$ cat config.mk
export PLATFORM = sky130hd
export DESIGN_NAME = fp_seq_unit
export DESIGN_NICKNAME = d
export VERILOG_FILES = /design/src/rtl/fp_seq_unit.sv
export SDC_FILE = /design/constraint.sdc
export NUM_CORES = 2
export LEC_CHECK = 0
export BUFFER_PORTS_ARGS = -buffer_cell sky130_fd_sc_hd__buf_2
export CAP_MARGIN = 20
export CORE_UTILIZATION = 66
export DETAILED_ROUTE_END_ITERATION = 10
export PLACE_DENSITY_LB_ADDON = 0.1
export SLEW_MARGIN = 40
export SYNTH_ARGS = -nofsm -noshare
export SYNTH_HDL_FRONTEND = slang
export SYNTH_SLANG_ARGS = --single-unit
export TNS_END_PERCENT = 50
$ cat constraint.sdc
create_clock -name clk -period 10.6 [get_ports clk]
set_input_delay 1.59 -clock clk [delete_from_list [all_inputs] [get_ports clk]]
set_output_delay 1.59 -clock clk [all_outputs]
set_load 0.005 [all_outputs]
$ cat src/rtl/fp_seq_unit.sv
// Multi-cycle FP32 add/sub/mul unit behind the execute-stage FPU stall handshake.
// IDLE -> UNPACK -> OP -> NORM -> ROUND; results register four edges after start.
module fp_seq_unit (
   input  logic        clk,
   input  logic        Rst,
   input  logic        start,
   input  logic [31:0] a,
   input  logic [31:0] b,
   input  logic [4:0]  fpusel,
   input  logic [2:0]  rm,
   output logic [31:0] res,
   output logic [4:0]  fflags,
   output logic        done,
   output logic        f_stall
);
   typedef enum logic [2:0] {S_IDLE, S_UNPACK, S_OP, S_NORM, S_ROUND} state_t;
   localparam logic [4:0]  OP_ADD = 5'd1, OP_SUB = 5'd2, OP_MUL = 5'd3;
   localparam logic [31:0] QNAN   = 32'h7fc0_0000;

   state_t state_q, state_d;

   logic [31:0] a_q, b_q, spec_res_q, spec_res_d, res_q, res_d;
   logic [4:0]  op_q, spec_fl_q, spec_fl_d, fflags_q, fflags_d;
   logic        rtz_q, done_q;
   logic        sa_q, sb_q, mul_q, spec_q, sb_d, mul_d, spec_d;
   logic [7:0]  ea_q, eb_q;
   logic [23:0] ma_q, mb_q, ma_d, mb_d;
   logic        sign_q, zsign_q, sign_d, zsign_d;
   logic signed [9:0] exp_q, exp_d, expn_q, expn_d, exp_f;
   logic [47:0] sig_q, sig_d;
   logic [23:0] mant_q, mant_d;
   logic        g_q, r_q, s_q, zero_q, g_d, r_d, s_d, zero_d;

   logic a_zero, b_zero, a_inf, b_inf, a_nan, b_nan, a_snan, b_snan, legal;
   logic a_big, inc, nx;
   logic [7:0]  e_big, e_sml, diff;
   logic [23:0] m_big, m_sml;
   logic [26:0] sml_ext, shifted, aligned;
   logic [27:0] sum;
   logic [47:0] prod, norm;
   logic [5:0]  lz;
   logic [24:0] mant_r;
   logic [22:0] frac;

   always_ff @(posedge clk or posedge Rst) begin
      if (Rst) state_q <= S_IDLE;
      else     state_q <= state_d;
   end

   // NOTE: every always_comb output gets a default first so no latch is inferred.
   always_comb begin
      state_d = state_q;
      f_stall = 1'b0;
      case (state_q)
         S_IDLE: begin
            f_stall = start & ~Rst;
            if (start) state_d = S_UNPACK;
         end
         S_UNPACK: begin f_stall = ~Rst; state_d = S_OP;    end
         S_OP:     begin f_stall = ~Rst; state_d = S_NORM;  end
         S_NORM:   begin f_stall = ~Rst; state_d = S_ROUND; end
         S_ROUND:  begin f_stall = ~Rst; state_d = S_IDLE;  end
         default:  state_d = S_IDLE;
      endcase
   end

   assign a_zero = (a_q[30:23] == 8'd0);
   assign b_zero = (b_q[30:23] == 8'd0);
   assign a_inf  = (a_q[30:23] == 8'hff) && (a_q[22:0] == 23'd0);
   assign b_inf  = (b_q[30:23] == 8'hff) && (b_q[22:0] == 23'd0);
   assign a_nan  = (a_q[30:23] == 8'hff) && (a_q[22:0] != 23'd0);
   assign b_nan  = (b_q[30:23] == 8'hff) && (b_q[22:0] != 23'd0);
   assign a_snan = a_nan & ~a_q[22];
   assign b_snan = b_nan & ~b_q[22];
   assign legal  = (op_q == OP_ADD) || (op_q == OP_SUB) || (op_q == OP_MUL);
   assign mul_d  = (op_q == OP_MUL);
   assign sb_d   = b_q[31] ^ (op_q == OP_SUB);
   assign ma_d   = a_zero ? 24'd0 : {1'b1, a_q[22:0]};
   assign mb_d   = b_zero ? 24'd0 : {1'b1, b_q[22:0]};

   // Specials resolve in UNPACK and ride alongside the datapath to keep latency fixed.
   always_comb begin
      spec_d     = 1'b1;
      spec_res_d = QNAN;
      spec_fl_d  = 5'd0;
      if (!legal)
         spec_res_d = 32'd0;
      else if (a_nan | b_nan)
         spec_fl_d[4] = a_snan | b_snan;
      else if (mul_d ? ((a_zero & b_inf) | (a_inf & b_zero)) : (a_inf & b_inf & (a_q[31] != sb_d)))
         spec_fl_d[4] = 1'b1;
      else if (a_inf | b_inf)
         spec_res_d = {(mul_d ? (a_q[31] ^ sb_d) : (a_inf ? a_q[31] : sb_d)), 8'hff, 23'd0};
      else
         spec_d = 1'b0;
   end

   always_comb begin
      a_big   = {ea_q, ma_q} >= {eb_q, mb_q};
      e_big   = a_big ? ea_q : eb_q;
      e_sml   = a_big ? eb_q : ea_q;
      m_big   = a_big ? ma_q : mb_q;
      m_sml   = a_big ? mb_q : ma_q;
      diff    = e_big - e_sml;
      sml_ext = {m_sml, 3'b000};
      shifted = sml_ext >> diff;
      if (diff >= 8'd26) aligned = {26'd0, |m_sml};
      else               aligned = shifted | {26'd0, ((shifted << diff) != sml_ext)};
      if (sa_q == sb_q) sum = {1'b0, m_big, 3'b000} + {1'b0, aligned};
      else              sum = {1'b0, m_big, 3'b000} - {1'b0, aligned};
      prod = {24'd0, ma_q} * {24'd0, mb_q};
      if (mul_q) begin
         sig_d   = prod;
         exp_d   = $signed({2'b00, ea_q}) + $signed({2'b00, eb_q}) - 10'sd127;
         sign_d  = sa_q ^ sb_q;
         zsign_d = sa_q ^ sb_q;
      end else begin
         sig_d   = {sum, 20'd0};
         exp_d   = $signed({2'b00, e_big});
         sign_d  = a_big ? sa_q : sb_q;
         zsign_d = sa_q & sb_q;
      end
   end

   // Leading one is moved to bit 47; exponent was set for a leading one at bit 46.
   always_comb begin
      lz = 6'd0;
      for (int i = 0; i < 48; i++)
         if (sig_q[i]) lz = 6'(47 - i);
      norm   = sig_q << lz;
      mant_d = norm[47:24];
      g_d    = norm[23];
      r_d    = norm[22];
      s_d    = |norm[21:0];
      expn_d = exp_q + 10'sd1 - $signed({4'd0, lz});
      zero_d = (sig_q == 48'd0);
   end

   always_comb begin
      inc      = ~rtz_q & g_q & (r_q | s_q | mant_q[0]);
      nx       = g_q | r_q | s_q;
      mant_r   = {1'b0, mant_q} + {24'd0, inc};
      frac     = mant_r[24] ? mant_r[23:1] : mant_r[22:0];
      exp_f    = expn_q + $signed({9'd0, mant_r[24]});
      res_d    = {sign_q, exp_f[7:0], frac};
      fflags_d = {4'd0, nx};
      if (spec_q) begin
         res_d    = spec_res_q;
         fflags_d = spec_fl_q;
      end else if (zero_q) begin
         res_d    = {zsign_q, 31'd0};
         fflags_d = 5'd0;
      end else if (exp_f >= 10'sd255) begin
         res_d    = {sign_q, (rtz_q ? 31'h7f7f_ffff : 31'h7f80_0000)};
         fflags_d = 5'b00101;
      end else if (exp_f <= 10'sd0) begin
         res_d    = {sign_q, 31'd0};
         fflags_d = 5'b00011;
      end
   end

   // NOTE: sequential state uses non-blocking assignments so all stages update together.
   always_ff @(posedge clk or posedge Rst) begin
      if (Rst) begin
         a_q <= '0; b_q <= '0; op_q <= '0; rtz_q <= 1'b0;
         sa_q <= 1'b0; sb_q <= 1'b0; mul_q <= 1'b0; spec_q <= 1'b0;
         ea_q <= '0; eb_q <= '0; ma_q <= '0; mb_q <= '0;
         spec_res_q <= '0; spec_fl_q <= '0;
         sign_q <= 1'b0; zsign_q <= 1'b0; exp_q <= '0; sig_q <= '0;
         mant_q <= '0; g_q <= 1'b0; r_q <= 1'b0; s_q <= 1'b0; zero_q <= 1'b0; expn_q <= '0;
         res_q <= '0; fflags_q <= '0; done_q <= 1'b0;
      end else begin
         done_q <= (state_q == S_ROUND);
         case (state_q)
            S_IDLE: if (start) begin
               a_q <= a; b_q <= b; op_q <= fpusel; rtz_q <= (rm == 3'd1);
            end
            S_UNPACK: begin
               sa_q <= a_q[31]; sb_q <= sb_d; mul_q <= mul_d;
               ea_q <= a_q[30:23]; eb_q <= b_q[30:23]; ma_q <= ma_d; mb_q <= mb_d;
               spec_q <= spec_d; spec_res_q <= spec_res_d; spec_fl_q <= spec_fl_d;
            end
            S_OP: begin
               sign_q <= sign_d; zsign_q <= zsign_d; exp_q <= exp_d; sig_q <= sig_d;
            end
            S_NORM: begin
               mant_q <= mant_d; g_q <= g_d; r_q <= r_d; s_q <= s_d;
               zero_q <= zero_d; expn_q <= expn_d;
            end
            S_ROUND: begin
               res_q <= res_d; fflags_q <= fflags_d;
            end
            default: ;
         endcase
      end
   end

   assign res    = res_q;
   assign fflags = fflags_q;
   assign done   = done_q;
endmodule

After elaboration in Yosys (flattened, before gate mapping)
Cells that the tools add are included.

word-level totals
  flip-flop bits (word level) = 310
  input port bits = 75
  output and inout port bits = 39
  word-level logic and storage cells = 191

cells by class
  $add $sub $neg = 9
  multipliers = 1
  magnitude comparators = 4
  equality and inequality tests = 14
  shifts and indexed selects = 3
  mux-type cells = 88
  bitwise gates (word level) = 26
  reduce and logical (&&, ||, !) cells = 18

operator list
  operator            count
  $mux 6              48
  $mux 32             6
  $mux 24             5
  $mux 31             2
  $logic_not 48->1    1
  $mul 24x24->48      1
  $mux 48             1
  $shl 48x6->48       1
  $logic_not 23->1    2
  $reduce_bool 23->1  2
  $ge 32x32->1        1
  $add 27x27->28      1
  $mux 28             1
  $sub 27x27->28      1
  $mux 27             1
  $ne 27x27->1        1
  $or 27x1->27        1
  $shl 27x8->27       1
  $shr 27x8->27       1
  $add 24x1->25       1
  $reduce_or 24->1    1
  $mux 23             1
  $reduce_or 22->1    1
  $eq 8x8->1 const B  2
  35 further kinds    79

Depth between registers and ports, before layout
  depth after elaboration = 50
  depth in mapped cells = 50
  depth with buffers taken out = 46

Least setup slack after synthesis
Ideal clock, no wire load.

  path kind = reg-to-reg
  from = register ma_q[0]
  to = register sig_q[44]
  setup time = 0.126 ns
  data arrival time = 9.009 ns
  required time = 10.474 ns
  path slack = 1.465 ns
  cell stages (with the launch flop) = 43
  buffers on the path = 2
  period minus slack after synthesis = 9.135 ns
  path through = dfrtp_1 inv_1 clkbuf_1 ha_1 nand2b_1 a31oi_1 o21ai_1 a211oi_2 o21ai_2 nand2_1 inv_1 ha_1 or3_1 a22oi_1 a31o_1 nor3_4 buf_6 mux4_2 (+7 left out) or4_4 o21ai_0 ha_1 nand2_1 o21bai_1 a21oi_1 o21ai_1 a31oi_1 o21a_1 o31ai_1 a211oi_1 o41ai_1 a41o_1 o21a_1 o21ai_1 o31ai_1 xnor2_1 a221o_1

between the ends
  cells in the longest elaborated chain, start to end = 11
  elaborated cells between the ends (all ways) = 18
  those cells by class = add/sub (3); mul (1); order compare (2); eq/ne (1); shift (2); mux (7); bitwise (1); reduce/logical (1)

ends and longest elaborated chain
  item                                                     RTL line  source
  start: declaration                                       27        logic [23:0] ma_q, mb_q, ma_d, mb_d;
  start signal: assignment                                 180       ea_q <= a_q[30:23]; eb_q <= b_q[30:23]; ma_q <= ma_d; mb_q <= mb_d;
  $ge 32x32->1                                             99        a_big = {ea_q, ma_q} >= {eb_q, mb_q};
  $mux 8 (on tied branches)                                100, 101
  $sub 8x8->8                                              104       diff = e_big - e_sml;
  $shr 27x8->27                                            106       shifted = sml_ext >> diff;
  $shl 27x8->27                                            108       else aligned = shifted | {26'd0, ((shifted << diff) != sml_ext)};
  $ne 27x27->1                                             108
  $or 27x1->27                                             108
  $mux 27                                                  107       if (diff >= 8'd26) aligned = {26'd0, |m_sml};
  $sub 27x27->28 / $add 27x27->28 (equally long branches)  110, 109
  $mux 28                                                  109       if (sa_q == sb_q) sum = {1'b0, m_big, 3'b000} + {1'b0, aligned};
  $mux 48 (*)                                              112       if (mul_q) begin
  end signal: assignment                                   184       sign_q <= sign_d; zsign_q <= zsign_d; exp_q <= exp_d; sig_q <= sig_d;
  end: declaration                                         30        logic [47:0] sig_q, sig_d;

Mark *: on every way between the ends. The rest lies on a longest branch, timed or not.
A chain may end at the register's enable or synchronous reset.

Worst setup path after layout
  from = register eb_q[5]
  to = register sig_q[44]

between the ends
  cells in the longest elaborated chain, start to end = 11
  elaborated cells between the ends (all ways) = 17
  those cells by class = add/sub (3); order compare (2); eq/ne (1); shift (2); mux (7); bitwise (1); reduce/logical (1)

ends and longest elaborated chain
  item                                                     RTL line  source
  start: declaration                                       26        logic [7:0] ea_q, eb_q;
  start signal: assignment                                 180
  $ge 32x32->1                                             99
  $mux 8 (on tied branches)                                100, 101
  $sub 8x8->8                                              104
  $shr 27x8->27                                            106
  $shl 27x8->27                                            108
  $ne 27x27->1                                             108
  $or 27x1->27                                             108
  $mux 27                                                  107
  $sub 27x27->28 / $add 27x27->28 (equally long branches)  110, 109
  $mux 28 (*)                                              109
  $mux 48 (*)                                              112

Marked as above.

==> summary.md <==
| Metric | Value |
|---|---|
| Cell Rows | `92` |
| Non-Filler Instances | `about 6000` |
| Pin count of the biggest net entering global routing | `roughly 150` |
| CTS Buf Count | `29` |
| Die X | `approximately 260 microns` |
| Initial antenna violation count | `5` |
| Iter 0 DRT Violations | `4163` |
| XOR/XNOR share of the synthesized area | `2.24%` |
| Main combinational cell family by area after synthesis | `adder cells` |
| Routed WL | `approximately 140 mm` |
| Simple logic cell fraction of the synthesized area | `16.5%` |
| Top sig layer | `met5` |
| Slew HR | `between 30% and 40%` |
| Data required, critical path | `11.06 ns` |
| CTS sink cnt | `280` |
| Post-Syn Area | `about 43000 sq um` |
| Vias post-DR | `between 30000 and 40000` |
| Clock Latency Late Sink | `0.59 ns` |
| GRT Overall Usage | `a little over two fifths` |
| Clock root cell | `clkbuf_16` |
| Slew Viols, Final | `0` |
| Status | `completed` |
| Syn Nets | `roughly 5900` |
| Post-detail-place hpwl | `~110 mm` |
| Mux cell area share after synthesis | `under 10%` |
| Final Critical Period | `slightly above 10 ns` |
| R2R setup slack | `between 0.4 and 0.5 ns` |
| Library cells used by synthesis | `118` |
| Routed len/inst | `between 20 and 25 microns` |
| Max cap viols | `0` |
| Placed cells | `between 5000 and 6000` |
| Vias in the first global route | `38500` |
| Post-synth top area share | `22.8%` |
| Initial DRT Pass Iterations | `8` |
| Final Skew | `around 0.028 ns` |
| Max clock buf depth | `3` |
| Async SR Flop Fraction | `100%` |
| Sequential share of the synthesized area | `16.4%` |
| CTS tree | `yes` |
| Cell family with most CP delay | `compound AO/OA/AOI/OAI gates` |
| Nets | `around 5800` |
| Syn avg cell area | `between 8 and 9 sq um` |
| Routed vias/inst | `between 6 and 7` |
| CP Max Fanout | `18` |
| Clock slew at reported path FFs | `0.07 ns` |
| Core area | `around 63000 sq um` |
| Die Y | `roughly 260 microns` |
| CP Class | `reg2reg` |
| Port Buf Inserts | `112` |
| H-tree depth | `1` |
| Adder-Cell Fraction of Synth Area | `a little under a third` |
| P&R area growth vs syn | `6.42%` |
| Final Hold Fails | `0` |
| Crit path max-delay cell type | `mux4_2` |
| Syn Inst Count | `about 5000` |
| Met1 WL | `54.4 mm` |
| DRC Markers | `0` |
| Final period utilization | `a little over nine tenths` |
| Synth Area in Compound Gates | `14.6%` |
| RSZ-0062 raised after global routing | `yes` |
| Crit path buf inv count | `4` |
| Worst-Margin Slew | `slightly below 1 ns` |
| FF+latch count, synth | `280` |
| Final setup violation count | `0` |
| Max incr delay on CP | `0.60 ns` |
| Hold Path Class | `reg2reg` |
| Yosys warnings | `0` |
| Share of cells above drive strength 1 | `11.4%` |
| Routed length on met3 | `16.3 mm` |
| Startpoint Class | `register` |
| First-pass GRT wire length | `around 220 mm` |
| Fmax | `0.0985 GHz` |
| Met2 WL | `64.5 mm` |
| Commonest register cell after synthesis | `dfrtp_1` |
| GP Congestion | `about 1.1` |
| CP arrival | `approximately 11 ns` |
| Post-synth EDFFs | `0` |
| Crit path capture type | `register` |
| Synth top area cells | `fa_1, dfrtp_1, ha_1` |
| Final ANT Viol Nets | `0` |
| Post-synth top area cell | `fa_1` |
| GR Overflow Total | `0` |
| Die ar. | `roughly 66000 sq um` |
| Initial Util | `about two thirds` |
| Io pins | `about 110` |
-- flip-flops by register name, summed over array words and instances (netlist names), 4 cells and up --
name    flops
mant_q     24
ma_q       24
expn_q     10
fflags      4
op_q        5
ea_q        8
sig_q      48
a_q        32
res        32
b_q        32
exp_q      10
mb_q       24
eb_q        8
-- placed cells by master (no fill, tap or decap), types with 33 or more instances in the layout --
cell and n:
buf_4 172, mux2_2 100, a21oi_1 212, nor2_1 212, mux4_2 35, buf_2 112, ha_1 309, fa_1 485
o22ai_1 43, xor2_1 39, and2_1 182, inv_1 654, a211oi_1 43, nand4_1 35, o21ai_0 254, nand3_1 81
xnor2_1 66, dfrtp_1 279, nor3_1 51, mux2i_1 197, nand2_1 781, o21bai_1 33
-- per-stage QoR --
step                hold WS [ns]  utilization (%)  area, sq um  setup WS [ns]  TNS [ns]
floorplan                  0.430                -        42600           1.29         0
global placement           0.447             69.9        44300          0.604         0
detailed placement         0.470             70.0        44400          0.586         0
CTS                        0.484             71.4        45300          0.527         0
global route               0.515             71.6        45400        -0.0509   -0.0509
finish                     0.480             71.6        45400          0.444         0
-- layout make-up --
type / instances / area [sq um]
Fill cell: 4781 / 18000
Clock buffer: 33 / 761
Antenna cell: 2 / 5.00
Timing Repair Buffer: 290 / 1950
Tap cell: 846 / 1060
Sequential cell: 280 / 7010
Inverter: 661 / 2490
Clock inverter: 17 / 139
Multi-Input combinational cell: 3709 / 32000
-- metal layers --
layer,up-vias,GRT usage [%]
li1,16600,-
met5,-,0
met1,18700,57.8
met3,495,9.69
met4,6,21.3
met2,2267,69.0
-- timing repair --
action	in CTS	in global routing
setup buffers	0	1
resized for setup	0	4
endpoints found under the setup margin	0	6
hold buffers	0	0
-- Yosys cell counts, types with 18 or more instances --
cell,number
dfrtp_1,280
and2_1,182
a22o_1,25
a31oi_1,32
o22ai_1,43
or3_1,20
o31ai_1,25
mux4_2,35
ha_1,313
nor4_1,30
mux2_2,100
xnor2_1,70
nor2_1,213
buf_1,18
clkbuf_1,280
inv_1,655
o21ai_0,255
a211oi_1,43
nand2b_1,21
nand3_1,81
a21oi_1,212
nor3_1,54
fa_1,485
a21o_1,31
o211ai_1,24
xor2_1,39
o21a_1,18
mux2i_1,198
nand2_1,783
nand4_1,35
o21bai_1,33
and3_1,23
-- worst min-delay path: stages, from the launching register on --
cell and delay, ns:
dfrtp_1 0.34, nand2_1 0.04, o21ai_0 0.06
-- cell families (layout without fill, tap and decap cells) --
logic type / count (synthesis) / in the layout
other cells: 1 / 3
fa+ha+maj: 798 / 798
xor+xnor: 109 / 109
flops: 280 / 280
buf+inv: 988 / 1001
mux: 337 / 337
compound gates: 942 / 942
simple gates: 1522 / 1522
-- worst paths after layout --
kind | end | startpoint | cells after the start
hold / removal | fflags[2]$_DFFE_PP0P_ | fflags[2]$_DFFE_PP0P_ | 2
setup / recovery | sig_q[44]$_DFFE_PP0P_ | eb_q[5]$_DFFE_PP0P_ | 41
min in group asynchronous | state_q[2]$_DFFE_PP0P_ | Rst | 2
hold reg to reg | fflags[2]$_DFFE_PP0P_ | fflags[2]$_DFFE_PP0P_ | 2
max in group asynchronous | mb_q[2]$_DFFE_PP0P_ | Rst | 4
setup reg to reg | sig_q[44]$_DFFE_PP0P_ | eb_q[5]$_DFFE_PP0P_ | 41
Power is not shown: default switching activity piles up to over one toggle a cycle in this logic, so the estimate is an artifact.
